==> src/rtl/apb_master_bridge.sv <==
// APB master bridge: turns a single-outstanding request/response port into
// APB SETUP/ACCESS transfers and returns read data and error status.
// Optional macro APB_TIMEOUT_EN: aborts an ACCESS phase after TIMEOUT_CYCLES
// consecutive PREADY-low cycles and reports it as an error response.
module apb_master_bridge #(
   parameter int DATA_WIDTH     = 32,
   parameter int ADDR_WIDTH     = 32,
   parameter int TIMEOUT_CYCLES = 256
) (
   input  logic                  PCLK,
   input  logic                  PRESET,
   input  logic                  req_valid_i,
   output logic                  req_ready_o,
   input  logic [ADDR_WIDTH-1:0] req_addr_i,
   input  logic                  req_we_i,
   input  logic [DATA_WIDTH-1:0] req_wdata_i,
   output logic                  resp_valid_o,
   input  logic                  resp_ready_i,
   output logic [DATA_WIDTH-1:0] resp_rdata_o,
   output logic                  resp_err_o,
   output logic [ADDR_WIDTH-1:0] PADDR,
   output logic                  PSEL,
   output logic                  PENABLE,
   output logic                  PWRITE,
   output logic [DATA_WIDTH-1:0] PWDATA,
   input  logic                  PREADY,
   input  logic [DATA_WIDTH-1:0] PRDATA,
   input  logic                  PSLVERR
);

   typedef enum logic [1:0] {
      ST_IDLE,
      ST_SETUP,
      ST_ACCESS,
      ST_RESP
   } state_t;

   // Elaboration-time guard on the timeout range
   if (TIMEOUT_CYCLES < 2 || TIMEOUT_CYCLES > 65535) begin : g_bad_timeout
      $error("TIMEOUT_CYCLES out of range 2..65535");
   end

   state_t                state_q, state_d;
   logic                  psel_q, psel_d;
   logic                  penable_q, penable_d;
   logic                  pwrite_q, pwrite_d;
   logic [ADDR_WIDTH-1:0] paddr_q, paddr_d;
   logic [DATA_WIDTH-1:0] pwdata_q, pwdata_d;
   logic                  resp_valid_q, resp_valid_d;
   logic [DATA_WIDTH-1:0] resp_rdata_q, resp_rdata_d;
   logic                  resp_err_q, resp_err_d;
`ifdef APB_TIMEOUT_EN
   localparam logic [15:0] TO_LAST = 16'(TIMEOUT_CYCLES - 1);
   logic [15:0]           cnt_q, cnt_d;
`endif

   // Next-state and registered-output decode
   always_comb begin
      state_d      = state_q;
      psel_d       = psel_q;
      penable_d    = penable_q;
      pwrite_d     = pwrite_q;
      paddr_d      = paddr_q;
      pwdata_d     = pwdata_q;
      resp_valid_d = resp_valid_q;
      resp_rdata_d = resp_rdata_q;
      resp_err_d   = resp_err_q;
`ifdef APB_TIMEOUT_EN
      cnt_d        = cnt_q;
`endif
      unique case (state_q)
         ST_IDLE: begin
            if (req_valid_i) begin
               paddr_d   = req_addr_i;
               pwrite_d  = req_we_i;
               pwdata_d  = req_wdata_i;
               psel_d    = 1'b1;
               penable_d = 1'b0;
               state_d   = ST_SETUP;
            end
         end
         ST_SETUP: begin
            penable_d = 1'b1;
            state_d   = ST_ACCESS;
`ifdef APB_TIMEOUT_EN
            cnt_d     = '0;
`endif
         end
         ST_ACCESS: begin
            if (PREADY) begin
               resp_rdata_d = pwrite_q ? '0 : PRDATA;
               resp_err_d   = PSLVERR;
               psel_d       = 1'b0;
               penable_d    = 1'b0;
               resp_valid_d = 1'b1;
               state_d      = ST_RESP;
            end
`ifdef APB_TIMEOUT_EN
            else if (cnt_q == TO_LAST) begin
               resp_rdata_d = '0;
               resp_err_d   = 1'b1;
               psel_d       = 1'b0;
               penable_d    = 1'b0;
               resp_valid_d = 1'b1;
               state_d      = ST_RESP;
            end else begin
               cnt_d = cnt_q + 16'd1;
            end
`endif
         end
         ST_RESP: begin
            if (resp_ready_i) begin
               resp_valid_d = 1'b0;
               state_d      = ST_IDLE;
            end
         end
         default: state_d = ST_IDLE;
      endcase
   end

   // State and output registers with synchronous reset
   always_ff @(posedge PCLK) begin
      if (PRESET) begin
         state_q      <= ST_IDLE;
         psel_q       <= 1'b0;
         penable_q    <= 1'b0;
         pwrite_q     <= 1'b0;
         paddr_q      <= '0;
         pwdata_q     <= '0;
         resp_valid_q <= 1'b0;
         resp_rdata_q <= '0;
         resp_err_q   <= 1'b0;
`ifdef APB_TIMEOUT_EN
         cnt_q        <= '0;
`endif
      end else begin
         state_q      <= state_d;
         psel_q       <= psel_d;
         penable_q    <= penable_d;
         pwrite_q     <= pwrite_d;
         paddr_q      <= paddr_d;
         pwdata_q     <= pwdata_d;
         resp_valid_q <= resp_valid_d;
         resp_rdata_q <= resp_rdata_d;
         resp_err_q   <= resp_err_d;
`ifdef APB_TIMEOUT_EN
         cnt_q        <= cnt_d;
`endif
      end
   end

   assign req_ready_o  = (state_q == ST_IDLE);
   assign resp_valid_o = resp_valid_q;
   assign resp_rdata_o = resp_rdata_q;
   assign resp_err_o   = resp_err_q;
   assign PADDR        = paddr_q;
   assign PSEL         = psel_q;
   assign PENABLE      = penable_q;
   assign PWRITE       = pwrite_q;
   assign PWDATA       = pwdata_q;

endmodule

==> config.mk <==
export PLATFORM = sky130hd
export DESIGN_NAME = apb_master_bridge
export DESIGN_NICKNAME = d
export VERILOG_FILES = /design/src/rtl/apb_master_bridge.sv
export SDC_FILE = /design/constraint.sdc
export NUM_CORES = 1
export LEC_CHECK = 0
export CELL_PAD_IN_SITES_DETAIL_PLACEMENT = 1
export CELL_PAD_IN_SITES_GLOBAL_PLACEMENT = 1
export CORE_MARGIN = 2
export CORE_UTILIZATION = 29
export DETAILED_ROUTE_END_ITERATION = 7
export GPL_TIMING_DRIVEN = 1
export PLACE_DENSITY_LB_ADDON = 0.1
export REMOVE_ABC_BUFFERS = 1
export SLEW_MARGIN = 30
export SYNTH_ARGS = -nofsm -noshare
export SYNTH_HDL_FRONTEND = slang
export SYNTH_SLANG_ARGS = --single-unit
==> constraint.sdc <==
create_clock -name PCLK -period 4.5 [get_ports PCLK]
set_input_delay 0.9 -clock PCLK [delete_from_list [all_inputs] [get_ports PCLK]]
set_output_delay 0.9 -clock PCLK [all_outputs]
set_load 0.1 [all_outputs]
==> metrics <==
Setup Crit Path Kind=register to output pin; largest net degree at the start of global routing=73; clk sinks=about 100; reg2reg start=state_q[0]; DP Area=just under 0.006 sq mm; Row Count=around 40; DR WL/cell=15.5 microns; Max H-tree Level=3; Slew Limit Fails=0; Setup crit start=state_q[0]; die area=roughly 0.014 sq mm; via count=approximately 3.8k; initial DRC count=about 140; Tot Pwr=4.01 mW; post-CTS setup buffer count=0; DR DRC count=0; path type of the worst min-delay path=register to register; Final Util=around half; DIE WIDTH=between 100 and 150 microns; post-route cell area=0.00627 sq mm; worst setup path end=req_ready_o; final wirelength=roughly 13 mm; ant diodes=0; Die Ht=about 120 microns; ANT nets after route=0; Yosys cell types=21; DP Wirelength=about 8.9 mm; share of layout cells above drive strength 1=4.74%; drt via density=4.62; most frequent cells in the layout=clkdlybuf4s50_1 (200), nand2_1 (166), dfxtp_1 (103); status=finished, final reports clean; VDD IR-drop max=0.303 mV; PostCTS Resize Cnt=0; Setup TNS=0 ns; R2R Setup Slk=2.32 ns; aggregate global routing overflow=0; WP data required=~3.6 ns; final setup vio count=0; global-route usage over all layers=a little under a fifth; WP data arrival=2.30 ns; post-synth top area cell=dfxtp_1; RSZ-0062 raised after global routing=false; Compound-Gate Fraction of Synth Area=around 14%; drt pass-1 iters=4; largest cells by area after synthesis=dfxtp_1 (54%), nand2_1 (16%), a21oi_1 (13%), nand3b_1 (6.3%), buf_4 (1.8%); hold_buf cts=0; Post-Synthesis Cell Area=0.00382 sq mm; path depth of the worst reg2reg path=6; Worst-path clk slew=approximately 0.07 ns; final hold viol count=0; Ys Warns=0; Pwr Density=640 mW/mm^2; clk_skew=~0.01 ns; post-synthesis mux area share=less than 1%; Yosys reg bits=roughly 100; nature of the critical path startpoint=register; largest family of logic cells by synthesized area=simple AND/OR/NAND/NOR gates; share of the synthesized area in the top cell type=roughly 54%; Syn Area/Cell=8.24 sq um; Mapped Cells=roughly 460; simple logic cell fraction of the synthesized area=about a quarter; PortBufs=204; Tcrit/Tclk final=between 70% and 80%; CTS tree=done; slew at the pin with the worst max-slew slack=between 1 and 1.5 ns; FILL cells=about 1.5k; total leakage power=approximately 2.2 nW; Crit Path Max Fanout=6; cts bufs inserted=9; num ports=~210; Clk Latency, worst-skew pair=approximately 0.36 ns; critical path capture point type=output pin; Root Driver=clkbuf_16; Max Clock Freq=313 MHz; core area=0.0127 sq mm; first-pass GRT wire length=roughly 21 mm; Final min period=about 3.2 ns; xor-xnor portion of the synthesized cell area=0%; Max clock buf depth=2; Routability Congestion=0.747; adder-cell area share of the yosys netlist=under 10%; commonest non-fill, non-tap cell in the layout=clkdlybuf4s50_1; vias in the first global route=4062; Seq/Total Area, Yosys=53.9%; reg2reg end=PWDATA[1]; worst rel slew slack=about a third; nets=roughly 760; synthesis-to-finish area growth=64.1%; starting density of the core=between 30% and 40%; initial antenna violation count=0; max cap viols=0
## Yosys cell counts
| master | instances |
|---|---|
| a211oi_2 | 1 |
| a21oi_1 | 100 |
| and2_1 | 2 |
| buf_1 | 8 |
| buf_2 | 10 |
| buf_4 | 9 |
| clkbuf_1 | 8 |
| dfxtp_1 | 103 |
| ha_1 | 5 |
| inv_1 | 3 |
| mux2i_1 | 2 |
| nand2_1 | 168 |
| nand2b_1 | 4 |
| nand3b_1 | 32 |
| nor2b_1 | 2 |
| nor2b_4 | 1 |
| nor3_1 | 2 |
| o211ai_1 | 1 |
| o21ai_0 | 1 |
| o21bai_1 | 1 |
| or3_4 | 1 |
## metal layers
layer / up-vias / GRT usage, % / share of wire [%]
li1: 1878 / - / -
met1: 1786 / 21.1 / 42
met2: 139 / 30.5 / 47
met3: 12 / 8.69 / 9.8
met4: 0 / 6.70 / 1.5
met5: - / 0 / 0
## registers in the layout, summed over array words and instances (netlist names)
register and cells:
PWRITE 1, PSEL 1, resp_valid_o 1, PENABLE 1, PWDATA 32, resp_rdata_o 32, resp_err_o 1, PADDR 32
state_q 2
## metrics by stage
step	hold slack (ns)	cells	worst slack, ns
3_3_place_gp	0.437	810	1.68
5_1_grt	0.477	826	1.22
2_1_floorplan	0.499	429	1.63
3_5_place_dp	0.445	810	1.58
6_report	0.449	826	1.30
4_1_cts	0.454	826	1.28
## layout make-up
cell class / count / area [sq um] / share of cell area [%]
Sequential cell: 103 / 2060 / 32.9
Multi-Input combinational cell: 323 / 1580 / 25.2
Timing Repair Buffer: 209 / 2060 / 32.9
Clock inverter: 4 / 76.3 / 1.22
Inverter: 3 / 11.3 / 0.180
Clock buffer: 12 / 267 / 4.25
Tap cell: 172 / 215 / 3.43
## critical path: stages (launching register included)
cell	delay (ns)
dfxtp_1	0.35
inv_1	0.15
ha_1	0.28
clkdlybuf4s50_1	1.17
## worst min-delay path by stage
stage,cells past startpoint,slack (ns),endpoint,start
after floorplan,2,0.50,state_q[1],state_q[1]
after global placement,2,0.44,resp_rdata_o[18],resp_rdata_o[18]
after detailed placement,2,0.44,resp_rdata_o[14],resp_rdata_o[14]
after CTS,2,0.45,resp_rdata_o[3],resp_rdata_o[3]
after global routing,2,0.48,PWDATA[6],PWDATA[6]
final,2,0.45,resp_rdata_o[12],resp_rdata_o[12]
## cells by family after synthesis
logic type      after synthesis
fa+ha+maj                     5
simple gates                212
mux                           2
compound gates              104
flops                       103
buf+inv                      38
## power by group
group | internal, mW | switching [mW] | leakage, nW
registers | 1.06 | 0.0832 | 0.841
clock network | 0.534 | 0.351 | 0.165
logic | 0.481 | 1.50 | 1.22
Power figures use the tool's default switching activity.
